## src/rtl/intersection_phase_scheduler_pkg.sv

```systemverilog
// Shared definitions for the intersection phase scheduler.
// Holds the phase encodings, the phase output width, the default phase
// durations, the lamp bundle type and the state-to-lamp decode function.
package intersection_phase_scheduler_pkg;

  localparam int PHASE_W             = 3;
  localparam int DEF_WIDTH_TIMER     = 4;
  localparam int DEF_GREEN_TIME      = 10;
  localparam int DEF_YELLOW_TIME     = 3;
  localparam int DEF_ALLRED_TIME     = 1;
  localparam int DEF_WALK_TIME       = 6;

  typedef enum logic [PHASE_W-1:0] {
    ST_ALL_RED   = 3'd0,
    ST_NS_GREEN  = 3'd1,
    ST_NS_YELLOW = 3'd2,
    ST_EW_GREEN  = 3'd3,
    ST_EW_YELLOW = 3'd4,
    ST_WALK      = 3'd5,
    ST_EMERG     = 3'd6
  } phase_e;

  typedef enum logic {
    DIR_NS = 1'b0,
    DIR_EW = 1'b1
  } dir_e;

  typedef struct packed {
    logic ns_green;
    logic ns_yellow;
    logic ns_red;
    logic ew_green;
    logic ew_yellow;
    logic ew_red;
    logic walk;
    logic emerg_active;
  } lamps_t;

  // Unknown encodings decode as all-red so a corrupted state never lights
  // a green while the FSM recovers.
  function automatic lamps_t decode_lamps(input phase_e st);
    lamps_t l;
    l = '0;
    case (st)
      ST_NS_GREEN:  begin l.ns_green  = 1'b1; l.ew_red = 1'b1; end
      ST_NS_YELLOW: begin l.ns_yellow = 1'b1; l.ew_red = 1'b1; end
      ST_EW_GREEN:  begin l.ew_green  = 1'b1; l.ns_red = 1'b1; end
      ST_EW_YELLOW: begin l.ew_yellow = 1'b1; l.ns_red = 1'b1; end
      ST_WALK:      begin l.ns_red = 1'b1; l.ew_red = 1'b1; l.walk = 1'b1; end
      ST_EMERG:     begin l.ns_red = 1'b1; l.ew_red = 1'b1; l.emerg_active = 1'b1; end
      default:      begin l.ns_red = 1'b1; l.ew_red = 1'b1; end
    endcase
    return l;
  endfunction

endpackage

```

## src/rtl/intersection_phase_scheduler_timer.sv

```systemverilog
// phase_timer: loadable down-counter that times one phase.
// Ports:
//   clk        - clock, rising edge
//   load       - reload the counter (wins over counting)
//   load_value - phase length in cycles, must be >= 1
//   done       - high on the last cycle of the phase
// The counter holds load_value on the entry cycle and counts down, so a
// phase of length N ends on the cycle the counter reads 1. There is no
// reset port: the owner asserts load during reset.
module phase_timer #(
  parameter int WIDTH_TIMER = 4
) (
  input  logic                   clk,
  input  logic                   load,
  input  logic [WIDTH_TIMER-1:0] load_value,
  output logic                   done
);

  logic [WIDTH_TIMER-1:0] count;

  always_ff @(posedge clk) begin
    if (load) begin
      count <= load_value;
    end else if (count != '0) begin
      count <= count - 1'b1;
    end
  end

  // Zero is treated as expired too, so a stalled counter can never hang a phase.
  assign done = (count == '0) || (count == WIDTH_TIMER'(1));

endmodule

```

## src/rtl/intersection_phase_scheduler.sv

```systemverilog
// intersection_phase_scheduler: two-way intersection controller with
// pedestrian walk phase and emergency preemption.
// Ports:
//   clk, rstn            - clock and synchronous active-low reset
//   ns_req, ew_req       - vehicle sensors (level)
//   ped_req              - pedestrian button (any-length pulse)
//   emerg_req            - emergency preempt (level)
//   ns_*/ew_* lamps      - one-hot per direction, registered
//   walk, emerg_active   - walk lamp and preempt indicator, registered
//   ped_pending          - latched pedestrian request
//   phase                - current state encoding
//
// state        | meaning
// ALL_RED   0  | clearance; picks next phase on expiry
// NS_GREEN  1  | NS go, extends while nothing else is waiting
// NS_YELLOW 2  | NS clearing
// EW_GREEN  3  | EW go, extends while nothing else is waiting
// EW_YELLOW 4  | EW clearing
// WALK      5  | pedestrian crossing, both directions red
// EMERG     6  | preempt, held while emerg_req is high
module intersection_phase_scheduler
  import intersection_phase_scheduler_pkg::*;
#(
  parameter int WIDTH_TIMER = DEF_WIDTH_TIMER,
  parameter int GREEN_TIME  = DEF_GREEN_TIME,
  parameter int YELLOW_TIME = DEF_YELLOW_TIME,
  parameter int ALLRED_TIME = DEF_ALLRED_TIME,
  parameter int WALK_TIME   = DEF_WALK_TIME
) (
  input  logic               clk,
  input  logic               rstn,
  input  logic               ns_req,
  input  logic               ew_req,
  input  logic               ped_req,
  input  logic               emerg_req,
  output logic               ns_green,
  output logic               ns_yellow,
  output logic               ns_red,
  output logic               ew_green,
  output logic               ew_yellow,
  output logic               ew_red,
  output logic               walk,
  output logic               emerg_active,
  output logic               ped_pending,
  output logic [PHASE_W-1:0] phase
);

  // A zero duration is promoted to one cycle.
  localparam logic [WIDTH_TIMER-1:0] GREEN_LD  =
    (GREEN_TIME  == 0) ? WIDTH_TIMER'(1) : WIDTH_TIMER'(GREEN_TIME);
  localparam logic [WIDTH_TIMER-1:0] YELLOW_LD =
    (YELLOW_TIME == 0) ? WIDTH_TIMER'(1) : WIDTH_TIMER'(YELLOW_TIME);
  localparam logic [WIDTH_TIMER-1:0] ALLRED_LD =
    (ALLRED_TIME == 0) ? WIDTH_TIMER'(1) : WIDTH_TIMER'(ALLRED_TIME);
  localparam logic [WIDTH_TIMER-1:0] WALK_LD   =
    (WALK_TIME   == 0) ? WIDTH_TIMER'(1) : WIDTH_TIMER'(WALK_TIME);

  phase_e                 state;
  phase_e                 state_next;
  dir_e                   last_served;
  lamps_t                 lamps;
  logic                   extend;
  logic                   timer_load;
  logic [WIDTH_TIMER-1:0] timer_value;
  logic                   timer_done;

  phase_timer #(.WIDTH_TIMER(WIDTH_TIMER)) u_timer (
    .clk        (clk),
    .load       (timer_load),
    .load_value (timer_value),
    .done       (timer_done)
  );

  always_comb begin
    state_next = state;
    extend     = 1'b0;
    case (state)
      ST_ALL_RED: begin
        if (timer_done) begin
          if (emerg_req) begin
            state_next = ST_EMERG;
          end else if (ped_pending) begin
            state_next = ST_WALK;
          end else if (last_served == DIR_EW) begin
            // NS was not served last: it wins unless only EW is asking.
            state_next = (!ns_req && ew_req) ? ST_EW_GREEN : ST_NS_GREEN;
          end else begin
            state_next = (!ew_req && ns_req) ? ST_NS_GREEN : ST_EW_GREEN;
          end
        end
      end
      ST_NS_GREEN: begin
        // Any emerg_req seen in green is a fresh rise: green is only
        // entered from ALL_RED with emerg_req low.
        if (emerg_req) begin
          state_next = ST_NS_YELLOW;
        end else if (timer_done) begin
          if (ew_req || ped_pending) state_next = ST_NS_YELLOW;
          else                       extend     = 1'b1;
        end
      end
      ST_EW_GREEN: begin
        if (emerg_req) begin
          state_next = ST_EW_YELLOW;
        end else if (timer_done) begin
          if (ns_req || ped_pending) state_next = ST_EW_YELLOW;
          else                       extend     = 1'b1;
        end
      end
      ST_NS_YELLOW, ST_EW_YELLOW, ST_WALK: begin
        if (timer_done) state_next = ST_ALL_RED;
      end
      ST_EMERG: begin
        if (!emerg_req) state_next = ST_ALL_RED;
      end
      default: state_next = ST_ALL_RED;
    endcase
  end

  always_comb begin
    timer_load  = !rstn || (state_next != state) || extend;
    timer_value = ALLRED_LD;
    if (rstn) begin
      case (state_next)
        ST_NS_GREEN, ST_EW_GREEN:   timer_value = GREEN_LD;
        ST_NS_YELLOW, ST_EW_YELLOW: timer_value = YELLOW_LD;
        ST_WALK:                    timer_value = WALK_LD;
        default:                    timer_value = ALLRED_LD;
      endcase
    end
  end

  always_ff @(posedge clk) begin
    if (!rstn) begin
      state       <= ST_ALL_RED;
      last_served <= DIR_EW;
      ped_pending <= 1'b0;
      lamps       <= decode_lamps(ST_ALL_RED);
    end else begin
      state <= state_next;
      lamps <= decode_lamps(state_next);
      if (state_next == ST_NS_GREEN && state != ST_NS_GREEN) last_served <= DIR_NS;
      if (state_next == ST_EW_GREEN && state != ST_EW_GREEN) last_served <= DIR_EW;
      // Entering WALK consumes the request; a press during WALK re-arms it.
      if (state_next == ST_WALK && state != ST_WALK) ped_pending <= 1'b0;
      else                                           ped_pending <= ped_pending | ped_req;
    end
  end

  assign ns_green     = lamps.ns_green;
  assign ns_yellow    = lamps.ns_yellow;
  assign ns_red       = lamps.ns_red;
  assign ew_green     = lamps.ew_green;
  assign ew_yellow    = lamps.ew_yellow;
  assign ew_red       = lamps.ew_red;
  assign walk         = lamps.walk;
  assign emerg_active = lamps.emerg_active;
  assign phase        = state;

endmodule

```

## config.mk

```make
export PLATFORM = sky130hd
export DESIGN_NAME = intersection_phase_scheduler
export DESIGN_NICKNAME = d
export VERILOG_FILES = /design/src/rtl/intersection_phase_scheduler_pkg.sv /design/src/rtl/intersection_phase_scheduler_timer.sv /design/src/rtl/intersection_phase_scheduler.sv
export SDC_FILE = /design/constraint.sdc
export NUM_CORES = 1
export LEC_CHECK = 0
export ABC_AREA = 1
export BUFFER_PORTS_ARGS = -buffer_cell sky130_fd_sc_hd__buf_2
export CAP_MARGIN = 20
export CORE_ASPECT_RATIO = 1.25
export CORE_MARGIN = 2
export CORE_UTILIZATION = 55
export CTS_CLUSTER_DIAMETER = 50
export DETAILED_ROUTE_END_ITERATION = 16
export PLACE_DENSITY = 0.83
export SLEW_MARGIN = 10
export SYNTH_ARGS = -nofsm -noshare
export SYNTH_HDL_FRONTEND = slang
export SYNTH_SLANG_ARGS = --single-unit
```

## constraint.sdc

```tcl
create_clock -name clk -period 2.7 [get_ports clk]
set_input_delay 0.135 -clock clk [delete_from_list [all_inputs] [get_ports clk]]
set_output_delay 0.135 -clock clk [all_outputs]
set_load 0.01 [all_outputs]
```

# Word level (Yosys, flattened, before mapping)
# Index checks and enable logic that the tools add are counted.
word_totals:
  register_bits: 17
  input_bits: 6
  out_inout_bits: 12
classes:
  addsub: 1
  n_eq_ne: 17
  n_mux: 34
  bitwise: 2
  reduce_logical: 24
ops:
  columns: ["op", "count"]
  rows:
  - ["$mux 3", 11]
  - ["$eq 3x3->1 const B", 6]
  - ["$pmux 3 s5", 1]
  - ["$mux 1", 14]
  - ["$eq 3x2->1 const B", 4]
  - ["$mux 4", 3]
  - ["$pmux 4 s3", 1]
  - ["$reduce_or 2->1", 6]
  - ["$eq 3x1->1 const B", 2]
  - ["$mux 2", 3]
  - ["$logic_and 1x1->1", 5]
  - ["$logic_or 1x1->1", 5]
  - ["$eq 4x1->1 const B", 1]
  - ["$logic_not 4->1", 1]
  - ["$reduce_bool 4->1", 1]
  - ["$sub 4x1->4 const B", 1]
  - ["$logic_not 1->1", 3]
  - ["$logic_not 3->1", 1]
  - ["$ne 3x1->1 const B", 1]
  - ["$ne 3x2->1 const B", 1]
  - ["$ne 3x3->1", 1]
  - ["$ne 3x3->1 const B", 1]
  - ["$reduce_or 3->1", 1]
  - ["$pmux 1 s2", 1]
  - ["3 further kinds", 3]

# Longest topological paths before layout
depth:
  ltp_word: 13
  depth_mapped: 15
  ltp_nobuf: 15

# Cells and area by module
# From an unflattened synthesis, not the netlist that was laid out.
hier_totals:
  cells_unflattened: 151
  hier_area_um2: 1081.0
by_module_without_submodules:
  columns: ["module", "instances", "cells_each", "area_per_inst_um2"]
  rows:
  - ["intersection_phase_scheduler", 1, 123, 839.6]
  - ["phase_timer", 1, 28, 241.5]

# Worst setup path after synthesis
# Ideal clock, no wire load.
synth_path:
  path_kind: "flip-flop to flip-flop"
  startpoint: "register u_timer.count[0]"
  endpoint: "register u_timer.count[0] (enable)"
  setup_time_ns: 0.315
  arrival_time_ns: 1.624
  path_slack_ns: 0.761
  stages_incl_launch_ff: 13
  synth_period_minus_slack_ns: 1.939
  cell_sequence: "edfxtp_1 inv_1 ha_1 inv_1 nand2_2 nand2_4 a21oi_1 nand2_2 nor2_4 nand2_1 nand3_1 nor2_1 nand4_1"
synth_via:
  elab_chain_len: 9
  word_cells_on_any_way: 20
synth_rtl:
  columns: ["item", "line_no", "text"]
  rows:
  - ["from (decl)", "intersection_phase_scheduler_timer.sv:19", "logic [WIDTH_TIMER-1:0] count;"]
  - ["from (signal assigned)", "intersection_phase_scheduler_timer.sv:23", "count <= load_value;"]
  - ["from (signal assigned)", "intersection_phase_scheduler_timer.sv:25", "count <= count - 1'b1;"]
  - ["$eq 4x1->1 or $logic_not 4->1 (tied branches)", "intersection_phase_scheduler_timer.sv:30", "assign done = (count == '0) || (count == WIDTH_TIMER'(1));"]
  - ["$logic_or 1x1->1", "intersection_phase_scheduler_timer.sv:30", null]
  - ["$mux 3, on equally long branches", "intersection_phase_scheduler.sv:105, intersection_phase_scheduler.sv:97", null]
  - ["$mux 3, on equally long branches", "intersection_phase_scheduler.sv:103, intersection_phase_scheduler.sv:95", null]
  - ["$pmux 3 s5", "intersection_phase_scheduler.sv:77", "case (state)"]
  - ["$ne 3x3->1", "intersection_phase_scheduler.sv:121", "timer_load = !rstn || (state_next != state) || extend;"]
  - ["$logic_or 1x1->1 (2 in series)", "intersection_phase_scheduler.sv:121", null]
  - ["$reduce_bool 2->1 (no line) *", null, null]
# Mark *: on every way between the ends. The rest lies on a longest branch, timed or not.
# A chain may end at the register's enable or synchronous reset.

# Worst setup path after layout
layout_path:
  startpoint: "register u_timer.count[0]"
  endpoint: "register u_timer.count[2] (enable)"
# The elaborated chain is that of the path after synthesis.

==> impl_metrics.csv <==
group,metric,value,unit
timing,hold_violations,0,
finish,layout-drive-gt1-share,30.2,%
timing,rsz0062_at_grt,"no",
timing,period_minus_slack,2220,ps
detailed_routing,num_vias,1043,
setup_path,cp_top_family,"simple AND/OR/NAND/NOR gates",
setup_path,slowest_stage,"edfxtp_1",
die,start_util,59.0,%
logic_synthesis,synthCells,152,
grt,grt_pass1_wl,4130,um
logic_synthesis,yosysTopAreaCellShare,22.3,%
place,portBuffers,17,
finish,finalInstanceArea,0.00130,mm2
detailed_routing,ant_nets,0,
power,power.share.sequential,26.7,%
grt,grt_pass1_vias,944,
grt,grt_most_used_layer,"met2",
detailed_routing,wire_per_inst,13.1,um
timing,relSlewSlack,73.0,%
detailed_routing,drtPass1Iterations,5,
setup_path,required,2690,ps
clocking,clk_pin_slew_worst_paths,90,ps
place,hpwl,2040,um
grt,grt.met1_usage,28.7,%
place,dpl_cell_area,0.00127,mm2
timing,finalSetupTns,0,ps
setup_path,cp_slowest_stage_delay,450,ps
grt,grt_use_met3,1.63,%
logic_synthesis,synth_area_per_cell,7.69,um2
finish,final-seq-area,380,um2
place,pre_cts_slack,533,ps
worst_hold_path,hold_class,"input pin to flip-flop",
setup_path,path_class,"flip-flop to flip-flop",
finish,nNetsFinal,181,
die,die_w,45.2,um
clocking,clock_latency,290,ps
flow_run,max-cap-violations,0,
power,vdd_drop_max,726,uV
clocking,cts_resized,0,
grt,grt_overflow,0,
die,die_area,0.00251,mm2
power,switching_share,53.0,%
place,routabilityCongestion,0.938,
power,power_density,1270,mW/mm2
clocking,cts-hold-fix-buffers,0,
setup_path,cp_cell_sequence,"inv_1 > ha_1 > inv_1 > nand2_2 > nand2_4 > a21oi_1 > nand2_2 > nor2_4 > nand2_1 > nand3_1 > nor2_1 > nand4_1",
detailed_routing,via_per_inst,5.43,
clocking,clock_sinks,17,
die,boundaryPins,18,
setup_path,cp-end-kind,"flip-flop",
logic_synthesis,ys_warn_count,0,
clocking,numCtsBuffers,3,
logic_synthesis,synth_fp_nets,160,
timing,layout_setup_ws,479,ps
clocking,cts_tree,"built",
die,row_count,18,
logic_synthesis,ys_seq_area_share,32.5,%
finish,multi_input_area,699,um2
timing,slew_viol_final,0,
grt,grt_start_max_net_pins,11,
timing,max_clock_freq,450,MHz
clocking,cts_root_buf,"clkbuf_4",
finish,fill_cells,164,
logic_synthesis,ys_ff_latch,17,
timing,clock_skew,1.60,ps
timing,finalSetupViolCount,0,
die,coreArea,0.00198,mm2
finish,area_growth,11.0,%
grt,grtUsageTotal,22.0,%
setup_path,path_max_fanout,7,
clocking,post_cts_buffers,0,
power,p_clk_share,7.9,%
run_status,outcome,"finished clean",
logic_synthesis,syn_area,0.00117,mm2
finish,layout_commonest_cell,"nand2_1",
detailed_routing,first_iter_violations,24,
clocking,cts_max_level,1,
logic_synthesis,synth_top_area_cell,"dfxtp_1",
die,die_h,55.5,um
setup_path,cp_data_arrival_time,2210,ps
detailed_routing,drc,0,
grt,grtUsageMet2,34.5,%
power,internal_power,0.777,mW
timing,min_period_over_period,82.3,%
grt,antenna_found_initial,0,
logic_synthesis,synth_area_leaders,"dfxtp_1 (22%), nand2_1 (12%), edfxtp_1 (10%)",
logic_synthesis,synth.distinct_cells,30,
power,comb_power_share,65.3,%
detailed_routing,wl,2510,um
power,p_sw,0.877,mW
finish,layout_common_cells,"nand2_1 (36), nor2_1 (19), buf_2 (17)",
setup_path,start_kind,"flip-flop",
timing,tightest_slew,404,ps
clocking,clk_path_buf_depth,2,
setup_path,path_buf_inv,2,
finish,diodes,0,
power,leakagePower,0.645,nW
[through the flow]
stage | utilization (%) | instances | hold slack (ps) | total power [mW]
final | 65.5 | 192 | 72.1 | 1.65
after global routing | 65.5 | 192 | 72.6 | 1.78
after CTS | 65.5 | 192 | 62.5 | 1.65
after detailed placement | 64.1 | 188 | 372 | 1.51
after floorplan | - | 152 | 219 | 1.29
after global placement | 64.1 | 188 | 358 | 1.49
[power groups by stage]
| stage | Combinational (mW) | Clock [mW] | Sequential [mW] |
|---|---|---|---|
| after floorplan | 0.837 | 0 | 0.448 |
| after global placement | 1.05 | 0 | 0.443 |
| after detailed placement | 1.07 | 0 | 0.444 |
| after CTS | 1.08 | 0.136 | 0.439 |
| after global routing | 1.19 | 0.143 | 0.451 |
| final | 1.08 | 0.131 | 0.442 |
[cell usage after synthesis, drive strengths merged]
cell and n:
nand2 43, nor2 27, inv 21, nand3 18, dfxtp 13, o21ai 6
nand4 5, edfxtp 4, nor3 4, a21oi 3, ha 2, xnor2 2
buf 1, nand3b 1, nor3b 1, o211ai 1
[routing by layer]
metal  up-vias  part of all wire (%)
met5         -                     0
met4         0                   5.2
met3        14                   4.0
met2        41                    49
met1       457                    42
li1        531                     -
[worst register-to-register path, delay by kind of cell, from the launching register on]
family / cells / cell delay, ps
adders and majority gates: 1 / 200
and+or+nand+nor: 8 / 950
DFF: 1 / 450
AOI/OAI and AO/OA: 1 / 190
buffers and inverters: 2 / 150
[cells by family (layout without fill, tap and decap cells)]
group | Yosys count | after routing | synth area share [%]
xor gates and xnor gates | 2 | 2 | 1.50
adders and majority gates | 2 | 2 | 2.14
and+or+nand+nor | 99 | 99 | 51.1
buffers and inverters | 22 | 42 | 7.60
DFF | 17 | 17 | 32.5
AOI/OAI and AO/OA | 10 | 10 | 5.14
[layout make-up]
| class | instances | area share [%] |
|---|---|---|
| Clock buffer | 4 | 2.03 |
| Inverter | 21 | 6.27 |
| Multi-Input combinational cell | 113 | 53.9 |
| Sequential cell | 17 | 29.3 |
| Tap cell | 20 | 1.93 |
| Timing Repair Buffer | 17 | 6.56 |
[flip-flops by register name (all words and copies together) (netlist names)]
| register | count |
|---|---|
| phase | 3 |
| ns_red | 1 |
| ns_green | 1 |
| ns_yellow | 1 |
| walk | 1 |
| ped_pending | 1 |
| last_served | 1 |
| ew_yellow | 1 |
| u_timer.count | 4 |
| ew_red | 1 |
| ew_green | 1 |
| emerg_active | 1 |
[worst paths after layout]
path,slack [ps],end,cells after the start,from
max,480,u_timer.count[2],12,u_timer.count[0]
min,70,ped_pending,3,ped_req
max reg2reg,480,u_timer.count[2],12,u_timer.count[0]
min reg2reg,480,last_served,2,last_served
Note: power is estimated with default switching activity, not from simulation.
